**src/rtl/operand_stack.sv**
```systemverilog
// operand_stack: operand stack feeding the ALU's TOS/NOS inputs and taking
// its results back as writeback or push data. It accepts one 3-bit command
// per cycle, and the outputs reflect that command one cycle later.
// Storage is a circular array. The write pointer is the low bits of count,
// so a full stack points back at slot 0.
// stack0/stack1 are shadow registers that are written together with the array.
// Optional feature macro: OPSTACK_PEAK_EN adds peak_o, the high-water mark of count.
module operand_stack #(
  parameter int WIDTH = 8,
  parameter int DEPTH = 8,
  localparam int AW = $clog2(DEPTH),
  localparam int CW = AW + 1
) (
  input  logic             clk_i,
  input  logic             reset_i,
  input  logic [2:0]       cmd_i,
  input  logic [WIDTH-1:0] push_data_i,
  input  logic [WIDTH-1:0] wb0_i,
  input  logic [WIDTH-1:0] wb1_i,
  output logic [WIDTH-1:0] stack0_o,
  output logic [WIDTH-1:0] stack1_o,
  output logic [CW-1:0]    count_o,
  output logic             empty_o,
  output logic             full_o,
`ifdef OPSTACK_PEAK_EN
  output logic [CW-1:0]    peak_o,
`endif
  output logic             err_o
);

  typedef enum logic [2:0] {
    C_NOP   = 3'b000,
    C_PUSH  = 3'b001,
    C_POP   = 3'b010,
    C_BINOP = 3'b011,
    C_WB2   = 3'b100,
    C_DUP   = 3'b101,
    C_SWAP  = 3'b110,
    C_CLEAR = 3'b111
  } cmd_e;

  logic [WIDTH-1:0] mem_q [DEPTH];
  logic [CW-1:0]    cnt_q, cnt_d;
  logic [WIDTH-1:0] s0_q, s0_d, s1_q, s1_d;
  logic             err_q, err_d;

  // Two write ports: WB2 and SWAP update both the TOS and NOS slots.
  logic             we0, we1;
  logic [AW-1:0]    wa0, wa1;
  logic [WIDTH-1:0] wd0, wd1;

  logic [AW-1:0]    ptr, ptr_m1, ptr_m2, ptr_m3;
  logic             has1, has2, has3, room;
  logic [WIDTH-1:0] third;

  assign ptr    = cnt_q[AW-1:0];
  assign ptr_m1 = ptr - AW'(1);
  assign ptr_m2 = ptr - AW'(2);
  assign ptr_m3 = ptr - AW'(3);
  assign has1   = (cnt_q != '0);
  assign has2   = (cnt_q >= CW'(2));
  assign has3   = (cnt_q >= CW'(3));
  assign room   = (cnt_q != CW'(DEPTH));
  // Entry that becomes NOS after a net pop. It is zero if the stack is too shallow.
  assign third  = has3 ? mem_q[ptr_m3] : '0;

  // Next-state decode. An illegal command changes nothing except setting err.
  always_comb begin
    cnt_d = cnt_q;
    s0_d  = s0_q;
    s1_d  = s1_q;
    err_d = err_q;
    we0   = 1'b0;
    wa0   = ptr;
    wd0   = push_data_i;
    we1   = 1'b0;
    wa1   = ptr_m2;
    wd1   = wb1_i;
    case (cmd_e'(cmd_i))
      C_PUSH: begin
        if (room) begin
          we0   = 1'b1;
          s0_d  = push_data_i;
          s1_d  = s0_q;
          cnt_d = cnt_q + CW'(1);
        end else err_d = 1'b1;
      end
      C_POP: begin
        if (has1) begin
          s0_d  = s1_q;
          s1_d  = third;
          cnt_d = cnt_q - CW'(1);
        end else err_d = 1'b1;
      end
      C_BINOP: begin
        if (has2) begin
          we0   = 1'b1;
          wa0   = ptr_m2;
          wd0   = wb0_i;
          s0_d  = wb0_i;
          s1_d  = third;
          cnt_d = cnt_q - CW'(1);
        end else err_d = 1'b1;
      end
      C_WB2: begin
        if (has2) begin
          we0  = 1'b1;
          wa0  = ptr_m1;
          wd0  = wb0_i;
          we1  = 1'b1;
          s0_d = wb0_i;
          s1_d = wb1_i;
        end else err_d = 1'b1;
      end
      C_DUP: begin
        if (has1 && room) begin
          we0   = 1'b1;
          wd0   = s0_q;
          s1_d  = s0_q;
          cnt_d = cnt_q + CW'(1);
        end else err_d = 1'b1;
      end
      C_SWAP: begin
        if (has2) begin
          we0  = 1'b1;
          wa0  = ptr_m1;
          wd0  = s1_q;
          we1  = 1'b1;
          wd1  = s0_q;
          s0_d = s1_q;
          s1_d = s0_q;
        end else err_d = 1'b1;
      end
      C_CLEAR: begin
        cnt_d = '0;
        s0_d  = '0;
        s1_d  = '0;
        err_d = 1'b0;
      end
      default: ;
    endcase
  end

  // Storage array. Its contents are don't-care after reset, so it has no reset.
  always_ff @(posedge clk_i) begin
    if (we0) mem_q[wa0] <= wd0;
    if (we1) mem_q[wa1] <= wd1;
  end

  // Architectural registers. The asynchronous reset aborts any in-flight command.
  always_ff @(posedge clk_i or posedge reset_i) begin
    if (reset_i) begin
      cnt_q <= '0;
      s0_q  <= '0;
      s1_q  <= '0;
      err_q <= 1'b0;
    end else begin
      cnt_q <= cnt_d;
      s0_q  <= s0_d;
      s1_q  <= s1_d;
      err_q <= err_d;
    end
  end

`ifdef OPSTACK_PEAK_EN
  logic [CW-1:0] peak_q, peak_d;

  // High-water mark. It moves in the same cycle count does and is zeroed by CLEAR.
  always_comb begin
    peak_d = peak_q;
    if (cmd_e'(cmd_i) == C_CLEAR) peak_d = '0;
    else if (cnt_d > peak_q)      peak_d = cnt_d;
  end

  // Peak register.
  always_ff @(posedge clk_i or posedge reset_i) begin
    if (reset_i) peak_q <= '0;
    else         peak_q <= peak_d;
  end

  assign peak_o = peak_q;
`endif

  assign stack0_o = s0_q;
  assign stack1_o = s1_q;
  assign count_o  = cnt_q;
  assign empty_o  = (cnt_q == '0);
  assign full_o   = (cnt_q == CW'(DEPTH));
  assign err_o    = err_q;

endmodule

```
**config.mk**
```make
export PLATFORM = sky130hd
export DESIGN_NAME = operand_stack
export DESIGN_NICKNAME = d
export VERILOG_FILES = /design/src/rtl/operand_stack.sv
export SDC_FILE = /design/constraint.sdc
export NUM_CORES = 1
export LEC_CHECK = 0
export ABC_AREA = 1
export CAP_MARGIN = 20
export CORE_MARGIN = 2
export CORE_UTILIZATION = 30
export DETAILED_ROUTE_END_ITERATION = 10
export PLACE_DENSITY_LB_ADDON = 0.2
export SLEW_MARGIN = 25
export SYNTH_ARGS = -nofsm -noshare
export SYNTH_HDL_FRONTEND = slang
export SYNTH_SLANG_ARGS = --single-unit
export TNS_END_PERCENT = 5
```
**constraint.sdc**
```tcl
create_clock -name clk_i -period 3.25 [get_ports clk_i]
set_input_delay 0.975 -clock clk_i [delete_from_list [all_inputs] [get_ports clk_i]]
set_output_delay 0.975 -clock clk_i [all_outputs]
set_load 0.1 [all_outputs]
```
---- After elaboration in Yosys (flattened, before gate mapping) ----
Memories as Yosys holds them, arrays and structs flattened.
Cells that the tools add are included.
operators by class
  multiplexer cells ....................... 41
  reductions and logical operators ........ 14
  add/subtract/negate cells ............... 5
  equal/unequal tests ..................... 20
  magnitude comparators ................... 2
operator list
  kind                                                                                  count
  8-bit two-way mux                                                                     16
  8-bit case mux with 7 select lines                                                    1
  8-bit case mux with 5 select lines                                                    1
  8-bit case mux with 3 select lines                                                    1
  2-bit inequality test (second input constant)                                         10
  4-bit case mux with 5 select lines                                                    1
  4-bit two-way mux                                                                     4
  5-bit AND reduction                                                                   3
  5-bit nonzero test                                                                    3
  3-bit == test (second input constant)                                                 4
  1-bit two-way mux                                                                     12
  4-bit by 2-bit greater-or-equal comparator with 1-bit output (second input constant)  2
  7-bit AND reduction                                                                   1
  7-bit nonzero test                                                                    1
  3-bit by 2-bit == test with 1-bit output (second input constant)                      2
  3-bit two-way mux                                                                     2
  3-bit case mux with 2 select lines                                                    1
  3-bit by 2-bit subtractor with 3-bit output (second input constant)                   2
  1-bit case mux with 5 select lines                                                    1
  4-bit by 1-bit adder with 4-bit output (second input constant)                        1
  4-bit == test (second input constant)                                                 1
  4-bit zero test                                                                       1
  4-bit inequality test (second input constant)                                         1
  4-bit nonzero test                                                                    1
  8 further kinds                                                                       9
storage, ports and cells
  logic and storage cells ................. 87
  bits of input ports ..................... 29
  register bits after elaboration ......... 21
  output and inout port bits .............. 23
  RAM bits ................................ 64
  memories kept ........................... 1
memories
  name   depth  bits a word  rd ports  clocked after Yosys merged registers in  wr ports  line  text
  mem_q  8      8            1         0                                        2         42    logic [WIDTH-1:0] mem_q [DEPTH];

---- Logic depth before layout (Yosys ltp) ----
  word-level depth ........................ 6
  depth in mapped cells ................... 13
  depth with buffers taken out ............ 11

---- Worst setup path after synthesis ----
No wires, ideal clock.
  path type ............................... register to output
  from .................................... register cnt_q[0], in the netlist count_o[0]
  to ...................................... output port full_o
  data arrival time ....................... 2.625 ns
  data required time ...................... 2.275 ns
  setup slack ............................. -0.350 ns
  stages on the path, launching flop included .. 7
  cell sequence ........................... dfrtp_1 inv_2 clkbuf_1 ha_1 nand3_1 buf_2 inv_1
between the ends
  cells in the longest elaborated chain, start to end .. 1
RTL lines
  element                 line  text
  start, declared         43    logic [CW-1:0] cnt_q, cnt_d;
  start signal, assigned  158   cnt_q <= cnt_d;
  4-bit == test           188   assign full_o = (cnt_q == CW'(DEPTH));
  end, declared           24    output logic full_o,
No other way between the ends.

---- Final worst setup path ----
  from .................................... register cnt_q[1], in the netlist count_o[1]
  to ...................................... output port full_o
Same word-level chain as after synthesis.

==> impl_metrics.env <==
export IMPL_diodes=0
export IMPL_dr_pass1_iters=5
export IMPL_r2r_end="mem_q[0][6]"
export IMPL_crit_fanout=10
export IMPL_drt_total_wl_um=20160
export IMPL_setup_tns_ns=0
export IMPL_ant_nets=0
export IMPL_cts_setup_buffers=0
export IMPL_p_leak_nw=3.535
export IMPL_hold_viol=0
export IMPL_worstSetupEndpointType="output port"
export IMPL_hp_class="reg -> reg"
export IMPL_synth_top_flop_cell="edfxtp_1"
export IMPL_cap_viol_max_count=0
export IMPL_yosysTopAreaCellShare_pct=31.83
export IMPL_status="complete, no violations"
export IMPL_ctsHoldBuffers=0
export IMPL_path_class="reg -> out"
export IMPL_syn2layout_area_growth_pct=21.06
export IMPL_ctsResizeCount=0
export IMPL_vdd_drop_max_mv=0.6233
export IMPL_cts_root_buffer="clkbuf_16"
export IMPL_slew_violations=0
export IMPL_dp_slack_ns=0.1128
export IMPL_grt_pass1_wl_um=30900
export IMPL_postPlaceCellArea_sq_um=7013
export IMPL_fillCellCount=2050
export IMPL_grt_max_degree=41
export IMPL_port_buffers=51
export IMPL_h_tree_depth=3
export IMPL_synthTopCellsByArea="edfxtp_1 (32%), nand2_1 (27%), dfrtp_1 (8.7%), nand3_1 (8.1%), inv_1 (3.0%)"
export IMPL_min_from="err_o"
export IMPL_clkLatencyLatePin_ns=0.35
export IMPL_setup_slack_ns=0.2762
export IMPL_final_cell_area_sq_um=7308
export IMPL_syn_nets=884
export IMPL_post_drt_wl_per_cell_um=16.94
export IMPL_yosysWarnings=0
export IMPL_max_slew_margin_rel_pct=55.28
export IMPL_drive_gt1_share_pct=15.35
export IMPL_synth_async_reset_ratio_pct=24.71
export IMPL_synth_distinct_cells=35
export IMPL_reg2reg_slack_ns=0.48
export IMPL_hold_depth=2
export IMPL_syn_inst=844
export IMPL_grt_use_total_pct=19.04
export IMPL_clockBufferDepth=2
export IMPL_crit_reg2reg_launch="count_o[2]"
export IMPL_start_util_pct=30.82
export IMPL_setup_viol=0
export IMPL_dieArea_sq_um=21270
export IMPL_cts_inserted_buffers=9
export IMPL_synth_area_leader_cell="edfxtp_1"
export IMPL_core_area_sq_um=19590
export IMPL_routed_via_density=4.739
export IMPL_synth_edff_count=64
export IMPL_gp_congestion=0.8564
export IMPL_p_per_area_nw_per_um2=934.2
export IMPL_synth_seq_cells=85
export IMPL_worst_slew_pin_slew_ns=0.6700
export IMPL_io_pins=52
export IMPL_synth_seq_area_share_pct=40.54
export IMPL_crit_arrival_ns=2.00
export IMPL_skew_ns=0.008451
export IMPL_fmax_ghz=0.3363
export IMPL_grt_pass1_vias=5271
export IMPL_dieWidth_um=145.9
export IMPL_rsz0062_at_grt="no"
export IMPL_reg2reg_depth=8
export IMPL_syn_area_sq_um=6037
export IMPL_post_dp_hpwl_um=14740
export IMPL_min_period_ns=2.974
export IMPL_syn_area_per_cell_sq_um=7.153
export IMPL_cts_tree="yes"
export IMPL_overflow=0
export IMPL_via_count=5639
export IMPL_drt_initial_drc_count=466
export IMPL_crit_start="count_o[1]"
export IMPL_drc=0
export IMPL_holdPathEnd="err_o"
export IMPL_clkSinkCount=85
export IMPL_finalNetCount=960
export IMPL_antenna_found_initial=0
export IMPL_required_ns=2.27
export IMPL_startpoint_type="flip-flop"
export IMPL_clkTransAtPathRegs_ns=0.07
export IMPL_finalCritPeriodShare_pct=91.50
export IMPL_row_count=51
export IMPL_die_h_um=145.9
[state kept, by name, summed over array words and instances (netlist names)]
signal,count
err_o,1
count_o,4
stack0_o,8
stack1_o,8
mem_q,64
[metrics by stage]
stage	instances	hold slack, ns	total power, W	utilization (%)
floorplan	844	0.7021	0.004543	-
global placement	1174	0.5249	0.005780	35.80
detailed placement	1174	0.5118	0.005783	35.80
CTS	1190	0.5252	0.006850	37.31
global route	1190	0.5757	0.007255	37.31
finish	1190	0.5229	0.006827	37.31
[worst max path at each step]
stage | end
final | full_o
after global routing | full_o
after CTS | full_o
after detailed placement | mem_q[1][2]
after global placement | mem_q[1][2]
after floorplan | full_o
[critical path, stage by stage (launching register included)]
cell and delay, ns:
dfrtp_2 0.50, inv_1 0.23, ha_1 0.23, nand3_1 0.29, clkinvlp_4 0.21, buf_12 0.18
[cell type report]
cell class	instances	area [sq um]	area share, %
Clock buffer	12	246.5	3.373
Clock inverter	4	48.80	0.6677
Timing Repair Buffer	89	775.7	10.61
Sequential cell	85	2450	33.52
Inverter	67	261.5	3.578
Tap cell	265	331.6	4.537
Multi-Input combinational cell	668	3194	43.71
[cell families after synthesis]
logic type | Yosys count | share of synthesized area, %
fa+ha+maj | 11 | 2.404
flops | 85 | 40.54
compound gates | 35 | 4.332
buf+inv | 91 | 6.549
xor+xnor | 3 | 0.4353
simple gates | 619 | 45.74
[routing by layer]
layer,share of wire [%],vias up,GRT usage [%]
met5,0,-,0
met4,1.8,0,5.637
met3,5.3,20,3.135
met2,44,170,28.56
met1,49,2586,28.05
li1,-,2863,-
[where the power goes]
part	leakage (nW)	total (W)	internal, W	switching, W
logic	2.54	0.00396	0.00103	0.00292
registers	0.848	0.00180	0.00154	0.000261
clock network	0.147	0.00106	0.000617	0.000446
[synth_stat cells, drive strengths merged (6+ instances only)]
library cell / number
a21oi: 11
buf: 18
clkbuf: 6
dfrtp: 21
edfxtp: 64
ha: 10
inv: 65
nand2: 453
nand3: 104
nand4: 18
nor2: 42
o211ai: 6
o21ai: 18
[cell usage in the layout, fill, tap and decap left out, types with 4 or more instances in the layout]
cell | synthesis | routed
inv_2 | 15 | 15
nor2_1 | 26 | 26
o21ai_1 | 4 | 4
dfrtp_1 | 21 | 19
a21oi_4 | 6 | 6
nand2_2 | 14 | 14
o211ai_1 | 6 | 6
a21oi_1 | 4 | 4
buf_4 | 3 | 58
edfxtp_1 | 64 | 64
nand3_1 | 98 | 98
nand2_1 | 438 | 438
nor2_4 | 7 | 7
nor2_8 | 5 | 5
clkdlybuf4s50_1 | 0 | 28
nand4_1 | 17 | 17
o21ai_0 | 14 | 14
clkbuf_16 | 0 | 9
inv_1 | 49 | 47
ha_1 | 10 | 10
nor2_2 | 4 | 4
No activity file was read; power rests on OpenSTA's default activity.
